## src/rtl/ci_top.sv

```systemverilog
// Streaming circular-intensity bit statistics for radii 2/4/6/8 over a raster frame.
// A 16-row pixel delay line supplies all four axial neighbours when the lowest one arrives.
module ci_top #(
  parameter int COLS = 30,
  parameter int ROWS = 30
) (
  input  logic        clk,
  input  logic        rst,
  input  logic [7:0]  grayscale_i,
  input  logic        done_i,
  output logic [15:0] R2_bit_one_o,
  output logic [15:0] R2_bit_zero_o,
  output logic        done_R2,
  output logic [15:0] R4_bit_one_o,
  output logic [15:0] R4_bit_zero_o,
  output logic        done_R4,
  output logic [15:0] R6_bit_one_o,
  output logic [15:0] R6_bit_zero_o,
  output logic        done_R6,
  output logic [15:0] R8_bit_one_o,
  output logic [15:0] R8_bit_zero_o,
  output logic        done_R8
);

  localparam int DEPTH = 16*COLS + 1;

  // line_q[k] holds the pixel accepted k+1 acceptances ago; the incoming pixel is the "down" neighbour
  logic [7:0]  line_q [DEPTH];
  logic [15:0] row_q, col_q;
  logic        frame_end;
  logic        first_q, last_q, done_q;
  logic [3:0]  vld_d, bit_d, vld_q, bit_q;

  assign frame_end = (row_q == 16'(ROWS-1)) && (col_q == 16'(COLS-1));

  always_ff @(posedge clk or negedge rst) begin
    if (!rst) begin
      row_q   <= '0;
      col_q   <= '0;
      first_q <= 1'b0;
      last_q  <= 1'b0;
      done_q  <= 1'b0;
      vld_q   <= '0;
      bit_q   <= '0;
      for (int i = 0; i < DEPTH; i++) line_q[i] <= '0;
    end else begin
      done_q  <= last_q;
      last_q  <= done_i && frame_end;
      first_q <= done_i && (row_q == '0) && (col_q == '0);
      vld_q   <= vld_d;
      bit_q   <= bit_d;
      if (done_i) begin
        line_q[0] <= grayscale_i;
        for (int i = 1; i < DEPTH; i++) line_q[i] <= line_q[i-1];
        if (col_q == 16'(COLS-1)) begin
          col_q <= '0;
          row_q <= frame_end ? '0 : row_q + 16'd1;
        end else begin
          col_q <= col_q + 16'd1;
        end
      end
    end
  end

  for (genvar g = 0; g < 4; g++) begin : g_rad
    localparam int R = 2*(g+1);
    logic [9:0]  sum_d, ctr4_d;
    logic [15:0] one_q, zero_q;

    assign sum_d  = 10'(line_q[2*R*COLS-1]) + 10'(line_q[R*COLS+R-1])
                  + 10'(line_q[R*COLS-R-1]) + 10'(grayscale_i);
    assign ctr4_d = {line_q[R*COLS-1], 2'b00};
    assign bit_d[g] = (ctr4_d >= sum_d);
    // current pixel is (r+R, c): centre row r = row_q-R must lie in [R, ROWS-1-R]
    assign vld_d[g] = done_i && (row_q >= 16'(2*R)) && (col_q >= 16'(R))
                    && (col_q <= 16'(COLS-1-R));

    // clearing one cycle late keeps the finished frame visible during the done pulse
    always_ff @(posedge clk or negedge rst) begin
      if (!rst) begin
        one_q  <= '0;
        zero_q <= '0;
      end else if (first_q) begin
        one_q  <= '0;
        zero_q <= '0;
      end else if (vld_q[g]) begin
        if (bit_q[g]) begin
          if (one_q != 16'hFFFF) one_q <= one_q + 16'd1;
        end else begin
          if (zero_q != 16'hFFFF) zero_q <= zero_q + 16'd1;
        end
      end
    end
  end

  assign R2_bit_one_o  = g_rad[0].one_q;
  assign R2_bit_zero_o = g_rad[0].zero_q;
  assign R4_bit_one_o  = g_rad[1].one_q;
  assign R4_bit_zero_o = g_rad[1].zero_q;
  assign R6_bit_one_o  = g_rad[2].one_q;
  assign R6_bit_zero_o = g_rad[2].zero_q;
  assign R8_bit_one_o  = g_rad[3].one_q;
  assign R8_bit_zero_o = g_rad[3].zero_q;
  assign done_R2 = done_q;
  assign done_R4 = done_q;
  assign done_R6 = done_q;
  assign done_R8 = done_q;

endmodule

```

## config.mk

```make
export PLATFORM = sky130hd
export DESIGN_NAME = ci_top
export DESIGN_NICKNAME = d
export VERILOG_FILES = /design/src/rtl/ci_top.sv
export SDC_FILE = /design/constraint.sdc
export NUM_CORES = 2
export LEC_CHECK = 0
export BUFFER_PORTS_ARGS = -buffer_cell sky130_fd_sc_hd__buf_2
export CAP_MARGIN = 20
export CORE_UTILIZATION = 30
export CTS_CLUSTER_DIAMETER = 200
export DETAILED_ROUTE_END_ITERATION = 7
export HOLD_SLACK_MARGIN = 0.06
export PLACE_DENSITY = 0.47
export RECOVER_POWER = 100
export SLEW_MARGIN = 20
export SYNTH_ARGS = -nofsm -noshare
export SYNTH_HDL_FRONTEND = slang
export SYNTH_SLANG_ARGS = --single-unit
export TNS_END_PERCENT = 5
```

## constraint.sdc

```tcl
create_clock -name clk -period 3.5 [get_ports clk]
set_clock_uncertainty 0.2 [all_clocks]
set_input_delay 0.175 -clock clk [delete_from_list [all_inputs] [get_ports clk]]
set_output_delay 0.175 -clock clk [all_outputs]
set_load 0.01 [all_outputs]
```

# Word-level counts from Yosys, hierarchy flattened
# Cells that the tools add are included.
[totals]
reg_bits = 4011
latch_bits = 0
ramBits = 0
rom_bits = 0
inputBits = 11
out_inout_bits = 132
word_cells = 624
mem_count = 0
[classes]
n_addsub = 22
n_mul = 0
div = 0
magnitude_cmp = 16
eq_ne = 14
shifts = 0
mux = 34
bitwise = 0
reduce_logical = 43
[ops]
columns = ["operator", "count"]
rows = [
  ["$mux 16", 34],
  ["$add 16x1->16 const B", 10],
  ["$ne 16x16->1 const B", 8],
  ["$le 16x5->1 const B", 4],
  ["$ge 16x3->1 const B", 3],
  ["$ge 16x4->1 const B", 3],
  ["$add 10x8->10", 4],
  ["$add 9x8->10", 4],
  ["$ge 10x10->1", 4],
  ["$add 8x8->9", 4],
  ["$eq 16x5->1 const B", 2],
  ["$logic_not 16->1", 2],
  ["$reduce_bool 2->1", 16],
  ["$reduce_and 3->1", 8],
  ["$ge 16x2->1 const B", 1],
  ["$ge 16x5->1 const B", 1],
  ["$logic_and 1x1->1", 16],
  ["$ne 2x2->1 const B", 4],
  ["$reduce_and 2->1", 1],
]

# Longest topological paths before layout
[depth]
ltp_word = 5
ltp_mapped = 16
depth_no_buf = 16

# Worst setup path before layout
# Ideal clock, no wire load.
[synth_path]
path_type = "reg2reg"
start = "register line_q[969] in the netlist's numbering"
end = "register bit_q[2]"
t_arrival_ns = 3.378
required_time_ns = 3.172
path_slack_ns = -0.206
path_stages_with_launch = 16
path_buffers = 0
period_less_slack_ns = 3.706
path_cell_list = "dfrtp_1 -> inv_1 -> fa_1 -> inv_1 -> fa_1 -> ha_1 -> inv_1 -> fa_1 -> nand2b_1 -> a21boi_0 -> o211a_1 -> a211oi_1 -> or3_1 -> ha_1 -> a21oi_1 -> o21ai_0"
[synth_between]
elab_chain_len = 4
[synth_rtl]
columns = ["element", "line_no", "text"]
rows = [
  ["start, declared", "28", "logic [7:0] line_q [DEPTH];"],
  ["$add 8x8->9", "70", "assign sum_d = 10'(line_q[2*R*COLS-1]) + 10'(line_q[R*COLS+R-1])"],
  ["$add 9x8->10", "71", "+ 10'(line_q[R*COLS-R-1]) + 10'(grayscale_i);"],
  ["$add 10x8->10", "71", ""],
  ["$ge 10x10->1", "73", "assign bit_d[g] = (ctr4_d >= sum_d);"],
  ["via bit_d[2]", "32", "logic [3:0] vld_d, bit_d, vld_q, bit_q;"],
  ["end signal, assigned", "51", "bit_q <= bit_d;"],
  ["end, declared", "32", ""],
]
# The timed path passes the listed nets, and every way through them passes these cells.
# A chain may end at the register's enable or synchronous reset.

# Worst setup path in the final report
[layout_path]
start = "register line_q[2921] in the netlist's numbering"
end = "register bit_q[1]"
[layout_between]
elab_chain_len = 3
[layout_rtl]
columns = ["element", "line_no"]
rows = [
  ["$add 9x8->10", "71"],
  ["$add 10x8->10", "71"],
  ["$ge 10x10->1", "73"],
  ["via bit_d[1]", "32"],
]
# The timed path passes the listed nets, and every way through them passes these cells.

==> reports/qor.csv <==
metric;value;unit
Worst path max stage delay;0.51;ns
global-route wire length before repair;447200;um
root buffer cell;clkbuf_16;
Power per Cell Area;585.3;nW/um2
post-route worst setup slack;-0.1870;ns
unrepaired setup endpoints after global routing;true;
final core area utilization;0.3494;
transition time at the pin with the least slew margin;2.033;ns
number of nets still failing antenna checks after routing;0;
netlist area before placement;153500;um2
Synth Register Bits;4011;
total detailed-routing wirelength;259700;um
arrival time at the worst endpoint;4.35;ns
met2 wirelength from detailed routing;124400;um
Top Ports;143;
floorplan core area;509400;um2
number of endpoints failing setup at the final stage;108;
number of I/O port buffers;142;
outcome;finished, violations left;
die footprint;514600;um2
number of cells produced by synthesis;9538;
normalized max-slew margin;-0.3551;
number of buffers created by CTS;436;
top flip-flop cell by instance count after synthesis;dfrtp_1;
DR vias/cell;4.425;
count of H-tree levels built during CTS;5;
min-delay worst type;in -> reg;
number of flops mapped to enable cells by yosys;0;
clock-pin slew reported for the worst setup and hold paths after clock tree synthesis;0.06;ns
vias in the first global route;83000;
Critical Path Start Type;flip-flop;
sink count of the clock tree;4011;
buffers from clock root to sink, at most;4;
area grow syn2layout;15.95;%
placed wire-length estimate;158600;um
Highest Clock Rate;271.2;MHz
initial core utilization;0.3014;
Max Transition Viols Final;594;
fin nets;10160;
power consumption;0.1042;W
WL met1;118900;um
# DRC;0;
sequence of cells on the critical path;inv_2 > fa_1 > inv_1 > fa_1 > ha_2 > inv_2 > fa_2 > nor2b_1 > o21a_1 > o21a_1 > or3_1 > a32o_2 > ha_1 > a21o_1 > a21oi_2 > o21ai_1;
detailed router's first-iteration violation count;3067;
minimum setup slack after placement;-0.7579;ns
leakage power total;88.60;nW
length of the first detailed-routing pass in iterations;4;
Warnings, synthesis;0;
distinct cell type count of the synthesized netlist;68;
antenna violations before repair;10;
met3 WL;9015;um
Die Wd;717.4;um
Final GP Congestion;0.7583;
y dimension of the die;717.4;um
category of the worst setup path capture point;flip-flop;
average footprint of a synthesized cell;16.10;um2
Final Hold Viols;0;
WP data required;4.17;ns
clock latency on the worst-skew pair;0.97;ns
Vias;75680;
proportion of synthesized flip-flops having asynchronous set or reset;1.000;
routed length per instance;15.18;um
sequential share of the synthesized area;0.6538;
portion of the clock cycle consumed by the worst path in the final layout;1.053;
minimum clock period;3.687;ns
GRT Overall Usage;0.1023;
hold slack;0.1522;ns
maximum number of pins on one net before global-route repair;187;
residual overflow from global routing;0;
type of the worst setup path;reg -> reg;
number of maximum-capacitance violations;12;
violations in the final reports;capacitance limit, slew limit, setup timing;
proportion of layout cells with a drive suffix above 1;0.4654;
Post-Route Setup TNS;-5.668;ns
CTS tree;done;
number of placement rows;262;
worst-path fanout max;3;
uppermost routed layer;met4;
worst IR drop on VDD;0.4129;mV
number of fillers in the final layout;48640;
slowest CP cell;fa_1;
nets in the synthesized netlist;9697;
-- through the flow --
| stage | cell area (um2) | instances |
|---|---|---|
| floorplan | 153500 | 9538 |
| global placement | 164300 | 16260 |
| detailed placement | 164300 | 16260 |
| CTS | 179600 | 17090 |
| global route | 178000 | 17100 |
| finish | 178000 | 17100 |
-- final timing paths --
kind / depth (start not counted) / start / endpoint / slack (ns)
hold / removal: 3 / grayscale_i[0] / line_q[3840] / 0.15
max in group asynchronous: 4 / rst / line_q[1569] / 0.30
setup reg to reg: 16 / line_q[2921] / bit_q[1] / -0.19
min in group asynchronous: 3 / rst / line_q[1214] / 0.78
hold reg to reg: 0 / last_q / done_R2 / 0.17
setup / recovery: 16 / line_q[2921] / bit_q[1] / -0.19
-- what timing repair did --
item                                    CTS  global route
cloned                                    0             0
hold buffers                             19             0
pin swaps                                25            12
endpoints found under the hold margin  5768             0
resized for setup                        27            11
setup endpoints to repair                 4             4
setup buffers                             6             1
-- sequential cells by signal, summed over array words and instances, names as in the netlist, 4 cells and up --
register / cells
line_q: 3808
g_rad.ctr4_d: 32
R2_bit_one_o: 16
R2_bit_zero_o: 16
R4_bit_one_o: 16
R4_bit_zero_o: 16
R6_bit_one_o: 16
R6_bit_zero_o: 16
R8_bit_one_o: 16
R8_bit_zero_o: 16
col_q: 16
row_q: 16
bit_q: 4
vld_q: 4
-- per-layer routing --
| metal | vias to the layer above | GRT usage |
|---|---|---|
| met5 | - | 0 |
| met4 | 0 | 0.03069 |
| met3 | 528 | 0.01690 |
| met2 | 752 | 0.1685 |
| met1 | 39740 | 0.1385 |
| li1 | 34660 | - |
-- kinds of logic after synthesis --
family	Yosys count	synth area share
mux	3777	0.2770
simple gates	599	0.02011
compound gates	244	0.009723
xor+xnor	119	0.006789
fa+ha+maj	148	0.01519
flops	4011	0.6538
buf+inv	640	0.01742
-- layout make-up --
| cell class | count | area (um2) | share of cell area |
|---|---|---|---|
| well taps | 6732 | 8423 | 0.04732 |
| repair buffers | 487 | 2990 | 0.01680 |
| inverters | 173 | 649.4 | 0.003648 |
| multi-input cells | 4887 | 50540 | 0.2840 |
| clock inverters | 180 | 2232 | 0.01254 |
| clock buffers | 623 | 12770 | 0.07174 |
| flip-flops and latches | 4011 | 100400 | 0.5639 |
| diodes | 8 | 20.02 | 0.0001125 |
-- cell usage after synthesis (all sizes together), types with 3 or more instances --
| cell type | n | share of area |
|---|---|---|
| dfrtp | 4011 | 0.65 |
| nor2b | 20 | 0.00082 |
| a311oi | 10 | 0.00068 |
| nand4b | 7 | 0.00040 |
| xnor2 | 81 | 0.0046 |
| o21a | 5 | 0.00024 |
| or2 | 14 | 0.00057 |
| o21ai | 104 | 0.0034 |
| a21o | 9 | 0.00044 |
| and2 | 5 | 0.00020 |
| a2111oi | 5 | 0.00029 |
| o211ai | 3 | 0.00015 |
| a31oi | 20 | 0.00082 |
| a41o | 3 | 0.00020 |
| or3 | 10 | 0.00041 |
| nor4 | 23 | 0.0013 |
| nand2 | 133 | 0.0033 |
| or4b | 3 | 0.00027 |
| a211o | 4 | 0.00023 |
| nand2b | 6 | 0.00024 |
| buf | 201 | 0.0067 |
| nand3 | 55 | 0.0018 |
| nor3b | 11 | 0.00054 |
| a211oi | 15 | 0.00073 |
| nor2 | 162 | 0.0040 |
| a21oi | 49 | 0.0016 |
| ha | 84 | 0.0068 |
| and4 | 11 | 0.00064 |
| fa | 64 | 0.0083 |
| xor2 | 38 | 0.0022 |
| a21boi | 3 | 0.00015 |
| mux2 | 3768 | 0.28 |
| nor3 | 60 | 0.0020 |
| and4bb | 3 | 0.00024 |
| nor4bb | 3 | 0.00020 |
| nor4b | 5 | 0.00033 |
| mux2i | 9 | 0.00059 |
| or4 | 3 | 0.00015 |
| inv | 173 | 0.0042 |
| clkbuf | 266 | 0.0065 |
| nand4 | 44 | 0.0019 |
| and3 | 19 | 0.00078 |
-- report_power, final --
| group | switching (W) | internal (W) |
|---|---|---|
| Clock | 0.0190 | 0.0281 |
| Combinational | 0.00273 | 0.00321 |
| Sequential | 0.00160 | 0.0495 |
| Total | 0.0234 | 0.0808 |
-- cells in the final DEF, fill, tap and decap left out, types with 11 or more instances in the layout --
cell type / instances
a211oi_1: 15
a21oi_1: 44
a31oi_1: 20
and3_1: 18
buf_12: 18
buf_2: 13
buf_4: 104
buf_6: 13
bufinv_16: 36
clkbuf_1: 275
clkbuf_16: 441
clkbuf_2: 90
clkbuf_4: 30
clkbuf_8: 106
clkinv_2: 92
clkinv_4: 11
clkinvlp_4: 17
dfrtp_1: 4010
dlygate4sd3_1: 19
fa_1: 60
ha_1: 75
inv_1: 165
mux2_2: 3764
nand2_1: 133
nand3_1: 55
nand4_1: 41
nor2_1: 162
nor2b_1: 20
nor3_1: 59
nor3b_1: 11
nor4_1: 21
o21ai_0: 93
or2_2: 13
xnor2_1: 81
xor2_1: 38
-- worst max-delay path: cells and delay by family, from the launching register on --
| kind | cells | cell delay [ns] |
|---|---|---|
| AOI/OAI and AO/OA | 6 | 0.99 |
| adders and majority gates | 5 | 1.51 |
| buffers and inverters | 3 | 0.16 |
| DFF | 1 | 0.35 |
| and+or+nand+nor | 2 | 0.36 |
Note: power is estimated with default switching activity, not from simulation.
